[src/rtl/ex_muldiv_unit_if.sv]
// ex_muldiv_unit_if
//   Bundles the ID/EX-side signals of the HI/LO multiply/divide unit.
//   master : the pipeline (drives the EX op, observes stall/results)
//   slave  : ex_muldiv_unit
//   Signals:
//     md_valid          ID/EX entry is a valid R-type op
//     funct_ID_EX       funct field of the op in EX
//     read_data1_ID_EX  rs operand
//     read_data2_ID_EX  rt operand
//     flush             kill the op currently in EX
//     stall             hold IF/ID/EX this cycle
//     md_busy           an iterative op is in flight
//     md_done           one-cycle pulse after HI/LO are written by mul/div
//     md_result         MFHI/MFLO data for the EX result mux
//     md_result_valid   md_result is valid this cycle
//     hi_out / lo_out   architectural HI / LO
interface ex_muldiv_unit_if #(
    parameter int XLEN = 32
);
    logic            md_valid;
    logic [5:0]      funct_ID_EX;
    logic [XLEN-1:0] read_data1_ID_EX;
    logic [XLEN-1:0] read_data2_ID_EX;
    logic            flush;
    logic            stall;
    logic            md_busy;
    logic            md_done;
    logic [XLEN-1:0] md_result;
    logic            md_result_valid;
    logic [XLEN-1:0] hi_out;
    logic [XLEN-1:0] lo_out;

    modport master (
        output md_valid, funct_ID_EX, read_data1_ID_EX, read_data2_ID_EX, flush,
        input  stall, md_busy, md_done, md_result, md_result_valid, hi_out, lo_out
    );

    modport slave (
        input  md_valid, funct_ID_EX, read_data1_ID_EX, read_data2_ID_EX, flush,
        output stall, md_busy, md_done, md_result, md_result_valid, hi_out, lo_out
    );
endinterface

[src/rtl/ex_muldiv_unit.sv]
// ex_muldiv_unit
//   EX-stage HI/LO unit: MULT/MULTU/DIV/DIVU run as 32-step radix-2
//   iterative sequences beside the pipeline; MFHI/MFLO/MTHI/MTLO complete
//   in the EX cycle. Later HI/LO ops stall while an operation is in flight.
//   Ports:
//     clk  rising-edge clock
//     rst  synchronous active-high reset
//     md   ex_muldiv_unit_if.slave (operands, flush, stall, results, HI/LO)
module ex_muldiv_unit #(
    parameter int         XLEN    = 32,
    parameter logic [5:0] F_MULT  = 6'h18,
    parameter logic [5:0] F_MULTU = 6'h19,
    parameter logic [5:0] F_DIV   = 6'h1A,
    parameter logic [5:0] F_DIVU  = 6'h1B,
    parameter logic [5:0] F_MFHI  = 6'h10,
    parameter logic [5:0] F_MTHI  = 6'h11,
    parameter logic [5:0] F_MFLO  = 6'h12,
    parameter logic [5:0] F_MTLO  = 6'h13
) (
    input logic             clk,
    input logic             rst,
    ex_muldiv_unit_if.slave md
);
    localparam int CNT_W = $clog2(XLEN);

    typedef enum logic [1:0] {S_IDLE, S_MUL, S_DIV, S_FIX} state_t;

    state_t              state_q, state_d;
    logic [CNT_W-1:0]    cnt_q, cnt_d;
    logic [XLEN-1:0]     hi_q, hi_d, lo_q, lo_d;
    logic                done_q, done_d;
    logic [XLEN-1:0]     opa_q, opa_d, opb_q, opb_d;
    // MUL: 64-bit partial product. DIV: {remainder, quotient}.
    logic [2*XLEN-1:0]   acc_q, acc_d;
    logic                is_div_q, is_div_d, neg_q, neg_d, rneg_q, rneg_d;

    logic [5:0]          funct;
    logic [XLEN-1:0]     rs, rt;
    logic                is_md, accept, signed_op;
    logic [XLEN:0]       div_trial, div_diff;
    logic                div_ge;
    logic [XLEN-1:0]     rem_next;

    function automatic logic [XLEN-1:0] mag(input logic signed [XLEN-1:0] v, input logic sgn);
        if (sgn && v[XLEN-1]) return XLEN'(-v);
        return v;
    endfunction

    function automatic logic [XLEN-1:0] neg_w(input logic [XLEN-1:0] v, input logic en);
        return en ? (~v + 1'b1) : v;
    endfunction

    function automatic logic [2*XLEN-1:0] neg_dw(input logic [2*XLEN-1:0] v, input logic en);
        return en ? (~v + 1'b1) : v;
    endfunction

    assign funct     = md.funct_ID_EX;
    assign rs        = md.read_data1_ID_EX;
    assign rt        = md.read_data2_ID_EX;
    assign is_md     = md.md_valid &&
                       (funct == F_MULT || funct == F_MULTU || funct == F_DIV  || funct == F_DIVU ||
                        funct == F_MFHI || funct == F_MTHI  || funct == F_MFLO || funct == F_MTLO);
    assign accept    = is_md && !md.flush && (state_q == S_IDLE);
    assign signed_op = (funct == F_MULT) || (funct == F_DIV);

    // Restoring divide step: shift the next dividend bit into the remainder
    // and subtract the divisor when it fits.
    assign div_trial = {acc_q[2*XLEN-1:XLEN], opa_q[cnt_q]};
    assign div_diff  = div_trial - {1'b0, opb_q};
    assign div_ge    = div_trial >= {1'b0, opb_q};
    assign rem_next  = div_ge ? div_diff[XLEN-1:0] : div_trial[XLEN-1:0];

    always_comb begin
        state_d  = state_q;
        cnt_d    = cnt_q;
        hi_d     = hi_q;
        lo_d     = lo_q;
        done_d   = 1'b0;
        opa_d    = opa_q;
        opb_d    = opb_q;
        acc_d    = acc_q;
        is_div_d = is_div_q;
        neg_d    = neg_q;
        rneg_d   = rneg_q;
        case (state_q)
            S_IDLE: begin
                if (accept) begin
                    if (funct == F_MULT || funct == F_MULTU) begin
                        opa_d    = mag(rs, signed_op);
                        opb_d    = mag(rt, signed_op);
                        neg_d    = signed_op && (rs[XLEN-1] ^ rt[XLEN-1]);
                        rneg_d   = 1'b0;
                        is_div_d = 1'b0;
                        acc_d    = '0;
                        cnt_d    = CNT_W'(XLEN-1);
                        state_d  = S_MUL;
                    end else if (funct == F_DIV || funct == F_DIVU) begin
                        is_div_d = 1'b1;
                        if (rt == '0) begin
                            // Divide by zero: result is fixed; FIX rewrites
                            // the same values with no sign correction.
                            hi_d    = rs;
                            lo_d    = '1;
                            acc_d   = {rs, {XLEN{1'b1}}};
                            neg_d   = 1'b0;
                            rneg_d  = 1'b0;
                            state_d = S_FIX;
                        end else begin
                            opa_d   = mag(rs, signed_op);
                            opb_d   = mag(rt, signed_op);
                            neg_d   = signed_op && (rs[XLEN-1] ^ rt[XLEN-1]);
                            rneg_d  = signed_op && rs[XLEN-1];
                            acc_d   = '0;
                            cnt_d   = CNT_W'(XLEN-1);
                            state_d = S_DIV;
                        end
                    end else if (funct == F_MTHI) begin
                        hi_d = rs;
                    end else if (funct == F_MTLO) begin
                        lo_d = rs;
                    end
                end
            end
            S_MUL: begin
                // MSB-first shift-add over the multiplier bits
                acc_d = {acc_q[2*XLEN-2:0], 1'b0} +
                        (opb_q[cnt_q] ? {{XLEN{1'b0}}, opa_q} : {2*XLEN{1'b0}});
                cnt_d = cnt_q - 1'b1;
                if (cnt_q == '0) state_d = S_FIX;
            end
            S_DIV: begin
                acc_d = {rem_next, acc_q[XLEN-2:0], div_ge};
                cnt_d = cnt_q - 1'b1;
                if (cnt_q == '0) state_d = S_FIX;
            end
            S_FIX: begin
                if (is_div_q) begin
                    hi_d = neg_w(acc_q[2*XLEN-1:XLEN], rneg_q);
                    lo_d = neg_w(acc_q[XLEN-1:0], neg_q);
                end else begin
                    {hi_d, lo_d} = neg_dw(acc_q, neg_q);
                end
                done_d  = 1'b1;
                state_d = S_IDLE;
            end
            default: state_d = S_IDLE;
        endcase
    end

    always_ff @(posedge clk) begin
        if (rst) begin
            state_q <= S_IDLE;
            cnt_q   <= '0;
            hi_q    <= '0;
            lo_q    <= '0;
            done_q  <= 1'b0;
        end else begin
            state_q <= state_d;
            cnt_q   <= cnt_d;
            hi_q    <= hi_d;
            lo_q    <= lo_d;
            done_q  <= done_d;
        end
    end

    // Operand/working registers are only meaningful while the FSM is active.
    always_ff @(posedge clk) begin
        opa_q    <= opa_d;
        opb_q    <= opb_d;
        acc_q    <= acc_d;
        is_div_q <= is_div_d;
        neg_q    <= neg_d;
        rneg_q   <= rneg_d;
    end

    assign md.stall           = is_md && !md.flush && (state_q != S_IDLE);
    assign md.md_busy         = (state_q != S_IDLE);
    assign md.md_done         = done_q;
    assign md.md_result_valid = accept && (funct == F_MFHI || funct == F_MFLO);
    assign md.md_result       = !accept           ? '0   :
                                (funct == F_MFHI) ? hi_q :
                                (funct == F_MFLO) ? lo_q : '0;
    assign md.hi_out          = hi_q;
    assign md.lo_out          = lo_q;
endmodule

[src/flat_wrapper.sv]
// flat-port wrapper written by rule: the top's interface ports become plain ports
module ex_muldiv_unit_flat 
#(
    parameter int         XLEN    = 32,
    parameter logic [5:0] F_MULT  = 6'h18,
    parameter logic [5:0] F_MULTU = 6'h19,
    parameter logic [5:0] F_DIV   = 6'h1A,
    parameter logic [5:0] F_DIVU  = 6'h1B,
    parameter logic [5:0] F_MFHI  = 6'h10,
    parameter logic [5:0] F_MTHI  = 6'h11,
    parameter logic [5:0] F_MFLO  = 6'h12,
    parameter logic [5:0] F_MTLO  = 6'h13
)
  (clk, rst, md_md_valid, md_funct_ID_EX, md_read_data1_ID_EX, md_read_data2_ID_EX, md_flush, md_stall, md_md_busy, md_md_done, md_md_result, md_md_result_valid, md_hi_out, md_lo_out);
  ex_muldiv_unit_if #(.XLEN(XLEN)) md_i ();
  input logic clk;
  input logic rst;
  input wire logic [$bits(md_i.md_valid)-1:0] md_md_valid;
  input wire logic [$bits(md_i.funct_ID_EX)-1:0] md_funct_ID_EX;
  input wire logic [$bits(md_i.read_data1_ID_EX)-1:0] md_read_data1_ID_EX;
  input wire logic [$bits(md_i.read_data2_ID_EX)-1:0] md_read_data2_ID_EX;
  input wire logic [$bits(md_i.flush)-1:0] md_flush;
  output wire logic [$bits(md_i.stall)-1:0] md_stall;
  output wire logic [$bits(md_i.md_busy)-1:0] md_md_busy;
  output wire logic [$bits(md_i.md_done)-1:0] md_md_done;
  output wire logic [$bits(md_i.md_result)-1:0] md_md_result;
  output wire logic [$bits(md_i.md_result_valid)-1:0] md_md_result_valid;
  output wire logic [$bits(md_i.hi_out)-1:0] md_hi_out;
  output wire logic [$bits(md_i.lo_out)-1:0] md_lo_out;
  assign md_i.md_valid = md_md_valid;
  assign md_i.funct_ID_EX = md_funct_ID_EX;
  assign md_i.read_data1_ID_EX = md_read_data1_ID_EX;
  assign md_i.read_data2_ID_EX = md_read_data2_ID_EX;
  assign md_i.flush = md_flush;
  assign md_stall = md_i.stall;
  assign md_md_busy = md_i.md_busy;
  assign md_md_done = md_i.md_done;
  assign md_md_result = md_i.md_result;
  assign md_md_result_valid = md_i.md_result_valid;
  assign md_hi_out = md_i.hi_out;
  assign md_lo_out = md_i.lo_out;
  ex_muldiv_unit #(.XLEN(XLEN), .F_MULT(F_MULT), .F_MULTU(F_MULTU), .F_DIV(F_DIV), .F_DIVU(F_DIVU), .F_MFHI(F_MFHI), .F_MTHI(F_MTHI), .F_MFLO(F_MFLO), .F_MTLO(F_MTLO)) u_core (.clk(clk), .rst(rst), .md(md_i));
endmodule
[config.mk]
export PLATFORM = sky130hd
export DESIGN_NAME = ex_muldiv_unit_flat
export DESIGN_NICKNAME = d
export VERILOG_FILES = /design/src/rtl/ex_muldiv_unit_if.sv /design/src/rtl/ex_muldiv_unit.sv /design/src/flat_wrapper.sv
export SDC_FILE = /design/constraint.sdc
export NUM_CORES = 1
export LEC_CHECK = 0
export CAP_MARGIN = 10
export CORE_AREA = 2 2 229 175
export CTS_BUF_LIST = sky130_fd_sc_hd__clkbuf_16
export DETAILED_ROUTE_END_ITERATION = 10
export DIE_AREA = 0 0 231 177
export GPL_TIMING_DRIVEN = 0
export PLACE_DENSITY = 0.69
export SYNTH_ARGS = -nofsm -noshare
export SYNTH_HDL_FRONTEND = slang
export SYNTH_SLANG_ARGS = --single-unit
[constraint.sdc]
create_clock -name clk -period 8.6 [get_ports clk]
set_clock_uncertainty 0.05 [all_clocks]
set_input_delay 1.29 -clock clk [delete_from_list [all_inputs] [get_ports clk]]
set_output_delay 1.29 -clock clk [all_outputs]
set_load 0.01 [all_outputs]
==> out/results.txt <==
For the cell count after synthesis, the log shows 2,060. The number of flops mapped to enable cells by yosys was 131; the number of max-cap violations was 0. Input and output buffers added on the ports amount to 165. The tools report the initial antenna violation count as 3. Setup repair after global routing left no endpoint under its margin. Using the TritonRoute via totals, the vias-per-cell ratio works out to 6.31. At the end of the flow, the number of nets in the layout was 2,406. The tools report the data arrival time of the critical path as 7300 ps. The category of the worst setup path capture point was a flop. The run gives 0 as the number of max-slew violations in the final report. The logs give 3 for the number of buffers on the longest clock path and 3,759 for the number of filler cells placed in the layout. The number of distinct library cell variants in the gate-level netlist after synthesis was 87. The average detailed-routed wire length per instance is 25.5 um.

Prior to clock tree synthesis, the placed netlist has a worst setup slack of 1630 ps. The logs give 0 for the post-route antenna net violation count and 0 for the number of gates resized after CTS. The signed area change from the synthesized netlist to the final layout came out at 18.2%.

The number of clock sinks seen by CTS came out at 203. The die is 177 um tall. The final weighted congestion in routability-driven placement is 1.04, and the met3 wire length is 8.78 mm.

The min-delay analysis places its worst path in the category reg2reg. The cell that appears most often on the critical path is sky130_fd_sc_hd__clkbuf_1. For this run the aggregate overflow at the end of global routing stands at 0. The die covers 40,900 um2. Yosys printed 0 warnings. The first global-routing pass estimated 105 mm of wire.

Post-route fraction of the period consumed by the critical path: 0.826. In this run, post-CTS hold repair placed 0 buffers. The run finished with clean final reports. STA puts the critical path data required time at 8800 ps. The sum of buffers and inverters on the critical path was 4. The first detailed-routing pass ran for 6 iterations. The run gives 17,200 um2 as the post-synthesis instance area.

Timing would allow up to 141 MHz. For the initial detailed-routing violation count, the log shows 2,122. Counting every net in the synthesized netlist gives 2,211. The clock-pin slew on the worst setup and hold paths is 60 ps.

In this run the horizontal extent of the chip is 231 um. The routed design could run at a clock period as short as 7100 ps. The critical path's top delay family was buffers and inverters. The largest single stage delay on the critical path is 620 ps. In this run the standard cell core region covers 38,800 um2.

The critical path goes through buf_2, clkbuf_1, mux4_2, mux4_2, mux2i_1, clkbuf_1, nor2b_1, ha_1, fa_1, a211oi_1, o21ai_0, nand3_1, nand2_1, o211ai_1, a21oi_1, clkbuf_1, nand4_1, xor2_1, o221ai_1. In this run the worst path has a maximum fanout of 10. For the number of global-route vias before repair, the log shows 16,600. The run gives 17,600 as the via count. Power spread over the standard cell area amounts to 217 nW/um2. The worst-case vdd ir drop came out at 0.144 mV.

The dominant register cell in the synthesized netlist is sky130_fd_sc_hd__edfxtp_1. The uppermost metal layer occupied by signal nets was met5. The setup-violating endpoint count in the final report is 0, and the post-synthesis sequential element count is 203. In this run the static leakage power is 7.20 nW. For the final total negative setup slack, the log shows 0 ps. The clock insertion delay at the later pin of the skew report was 560 ps; the remaining max-slew budget at the tightest pin was 0.308. The tools report the starting density of the core as 0.443.

TritonCTS built the clock tree. Ranked by total cell area, the synthesized netlist is headed by sky130_fd_sc_hd__edfxtp_1 23%, sky130_fd_sc_hd__dfxtp_1 8.4%, sky130_fd_sc_hd__a21oi_1 5.5%, sky130_fd_sc_hd__ha_1 5.5%, sky130_fd_sc_hd__xnor2_1 4.8%. Kind of critical path: reg2reg. Number of rows in the core area: 63.

Clock tree synthesis inserted a total of 24 buffers. The post-synthesis area per instance was 8.33 um2. The detailed placement HPWL is 56.7 mm, and the async set-or-reset flop fraction in the synthesized netlist is 0.

Element type at the critical path start: a flop. The largest individual stage delay along the critical path comes from the cell sky130_fd_sc_hd__clkbuf_1. The fraction of layout cells with a size suffix above 1 is 0.0511. The logs give 0 for the final count of hold timing violations and 71.2 mm for the total wire length. The fraction of post-synthesis cell area in the top cell type by area is 0.229. The share of the yosys chip area belonging to registers is 0.313. For the pin with the worst max-slew slack, the measured transition is 1030 ps. The library cell used as clock root buffer is sky130_fd_sc_hd__clkbuf_16. Setup slack of the critical path after layout: 1500 ps. Post-synthesis cell type with the largest combined area: sky130_fd_sc_hd__edfxtp_1.

The count of inserted antenna diode cells came out at 0. The tools report the global-route total usage across every layer as 0.342. Entering global routing, the biggest net connects 36 pins. The number of buffers inserted by post-CTS setup repair was 0; the total DRC errors in the routed layout was 0. The depth of the CTS H-tree is 1, and the boundary pin count is 174.

The sum of met2 wire segment lengths after detailed routing was 28.8 mm; the detailed-route wire length on metal 1 was 31.4 mm.
## layout make-up
cell class	count	area [um2]	share of cell area
Sequential cell	203	5380	0.265
Tap cell	520	651	0.0321
Clock inverter	15	91.3	0.00450
Multi-Input combinational cell	1644	11000	0.541
Clock buffer	26	651	0.0321
Timing Repair Buffer	169	1720	0.0849
Buffer	134	538	0.0265
Inverter	79	297	0.0146
## worst reg2reg max path: stages (launching register included)
cell	delay, ps
sky130_fd_sc_hd__dfxtp_1	460
sky130_fd_sc_hd__buf_2	450
sky130_fd_sc_hd__clkbuf_1	620
sky130_fd_sc_hd__mux4_2	400
sky130_fd_sc_hd__mux4_2	460
sky130_fd_sc_hd__mux2i_1	620
sky130_fd_sc_hd__clkbuf_1	420
sky130_fd_sc_hd__nor2b_1	180
sky130_fd_sc_hd__ha_1	260
sky130_fd_sc_hd__fa_1	440
sky130_fd_sc_hd__a211oi_1	330
sky130_fd_sc_hd__o21ai_0	180
sky130_fd_sc_hd__nand3_1	100
sky130_fd_sc_hd__nand2_1	110
sky130_fd_sc_hd__o211ai_1	520
sky130_fd_sc_hd__a21oi_1	330
sky130_fd_sc_hd__clkbuf_1	360
sky130_fd_sc_hd__nand4_1	210
sky130_fd_sc_hd__xor2_1	160
sky130_fd_sc_hd__o221ai_1	160
## path summary, 6_finish.rpt
| check | endpoint | cells past startpoint | from | slack, ps |
|---|---|---|---|---|
| hold / removal | u_core.md.hi_out[1] | 2 | u_core.md.hi_out[1] | 430 |
| hold reg to reg | u_core.md.hi_out[1] | 2 | u_core.md.hi_out[1] | 430 |
| setup / recovery | u_core.acc_q[57] | 19 | u_core.cnt_q[0] | 1500 |
| setup reg to reg | u_core.acc_q[57] | 19 | u_core.cnt_q[0] | 1500 |
## through the flow
stage	util	instance area, um2	total power, mW	hold slack, ps	instances
floorplan	-	17200	2.69	415	2060
global placement	0.502	19500	3.32	414	2745
detailed placement	0.504	19600	3.34	414	2749
CTS	0.523	20300	4.35	425	2790
global route	0.523	20300	4.61	439	2790
finish	0.523	20300	4.41	425	2790
## synthesized netlist by cell type, types with 9 or more instances
| master | instances |
|---|---|
| sky130_fd_sc_hd__a221o_1 | 10 |
| sky130_fd_sc_hd__a21o_1 | 31 |
| sky130_fd_sc_hd__a22oi_1 | 19 |
| sky130_fd_sc_hd__clkbuf_1 | 108 |
| sky130_fd_sc_hd__buf_2 | 16 |
| sky130_fd_sc_hd__o21ai_0 | 122 |
| sky130_fd_sc_hd__nand3_1 | 42 |
| sky130_fd_sc_hd__o41ai_1 | 10 |
| sky130_fd_sc_hd__nand2_1 | 209 |
| sky130_fd_sc_hd__mux2i_1 | 63 |
| sky130_fd_sc_hd__nor3_1 | 34 |
| sky130_fd_sc_hd__xor2_1 | 93 |
| sky130_fd_sc_hd__edfxtp_1 | 131 |
| sky130_fd_sc_hd__o21a_1 | 10 |
| sky130_fd_sc_hd__nor4_1 | 22 |
| sky130_fd_sc_hd__o31ai_1 | 18 |
| sky130_fd_sc_hd__nand2b_1 | 16 |
| sky130_fd_sc_hd__a211oi_1 | 38 |
| sky130_fd_sc_hd__a21oi_1 | 190 |
| sky130_fd_sc_hd__mux4_2 | 20 |
| sky130_fd_sc_hd__ha_1 | 75 |
| sky130_fd_sc_hd__a31oi_1 | 35 |
| sky130_fd_sc_hd__o21bai_1 | 11 |
| sky130_fd_sc_hd__o211ai_1 | 33 |
| sky130_fd_sc_hd__xnor2_1 | 95 |
| sky130_fd_sc_hd__nand4_1 | 27 |
| sky130_fd_sc_hd__or3_1 | 9 |
| sky130_fd_sc_hd__inv_1 | 78 |
| sky130_fd_sc_hd__nor2_1 | 193 |
| sky130_fd_sc_hd__and2_1 | 11 |
| sky130_fd_sc_hd__or4_1 | 13 |
| sky130_fd_sc_hd__and3_1 | 20 |
| sky130_fd_sc_hd__nor2b_1 | 48 |
| sky130_fd_sc_hd__dfxtp_1 | 72 |
## state kept, by name, indices dropped and copies added (netlist names)
name               cells
u_core.md.hi_out      32
u_core.md.md_done      1
u_core.md.lo_out      32
u_core.cnt_q           5
u_core.is_div_q        1
u_core.neg_q           1
u_core.opb_q          32
u_core.state_q         2
u_core.rneg_q          1
u_core.acc_q          64
u_core.opa_q          32
## layout by cell type (no fill, tap or decap), types with 9 or more instances in the layout
cell type,Yosys,routed
sky130_fd_sc_hd__o31ai_1,18,18
sky130_fd_sc_hd__ha_1,75,75
sky130_fd_sc_hd__a221o_1,10,10
sky130_fd_sc_hd__a211oi_1,38,38
sky130_fd_sc_hd__or3_1,9,9
sky130_fd_sc_hd__or4_1,13,13
sky130_fd_sc_hd__clkbuf_16,0,26
sky130_fd_sc_hd__clkdlybuf4s50_1,0,165
sky130_fd_sc_hd__a21o_1,31,31
sky130_fd_sc_hd__inv_1,78,83
sky130_fd_sc_hd__and2_1,11,11
sky130_fd_sc_hd__edfxtp_1,131,131
sky130_fd_sc_hd__a22oi_1,19,19
sky130_fd_sc_hd__o211ai_1,33,33
sky130_fd_sc_hd__nand2b_1,16,16
sky130_fd_sc_hd__o21bai_1,11,11
sky130_fd_sc_hd__nor2b_1,48,47
sky130_fd_sc_hd__nand2_1,209,209
sky130_fd_sc_hd__dfxtp_1,72,72
sky130_fd_sc_hd__a31oi_1,35,35
sky130_fd_sc_hd__nand3_1,42,42
sky130_fd_sc_hd__mux2i_1,63,63
sky130_fd_sc_hd__o41ai_1,10,10
sky130_fd_sc_hd__o21a_1,10,10
sky130_fd_sc_hd__a21oi_1,190,190
sky130_fd_sc_hd__xor2_1,93,93
sky130_fd_sc_hd__xnor2_1,95,95
sky130_fd_sc_hd__nand4_1,27,27
sky130_fd_sc_hd__nor4_1,22,22
sky130_fd_sc_hd__buf_2,16,17
sky130_fd_sc_hd__mux4_2,20,20
sky130_fd_sc_hd__clkbuf_1,108,108
sky130_fd_sc_hd__nor3_1,34,34
sky130_fd_sc_hd__nor2_1,193,192
sky130_fd_sc_hd__o21ai_0,122,122
sky130_fd_sc_hd__and3_1,20,20
## power by group
part / leakage (nW) / switching, mW / total [mW] / internal [mW]
clock network: 0.385 / 0.442 / 1.01 / 0.569
logic: 5.03 / 1.32 / 2.07 / 0.753
registers: 1.79 / 0.158 / 1.33 / 1.17
total: 7.20 / 1.92 / 4.41 / 2.49
## routing by layer
layer	GRT usage	vias up
met1	0.498	8508
met4	0.0954	2
met5	0	-
li1	-	7965
met2	0.485	983
met3	0.101	154
## logic make-up after synthesis
kind of cell,count (synthesis),share of synthesized area
DFF,203,0.313
and+or+nand+nor,695,0.199
buffers and inverters,213,0.0486
xor gates and xnor gates,188,0.0959
AOI/OAI and AO/OA,599,0.222
adders and majority gates,77,0.0570
muxes,85,0.0643
Power figures use the tool's default switching activity.
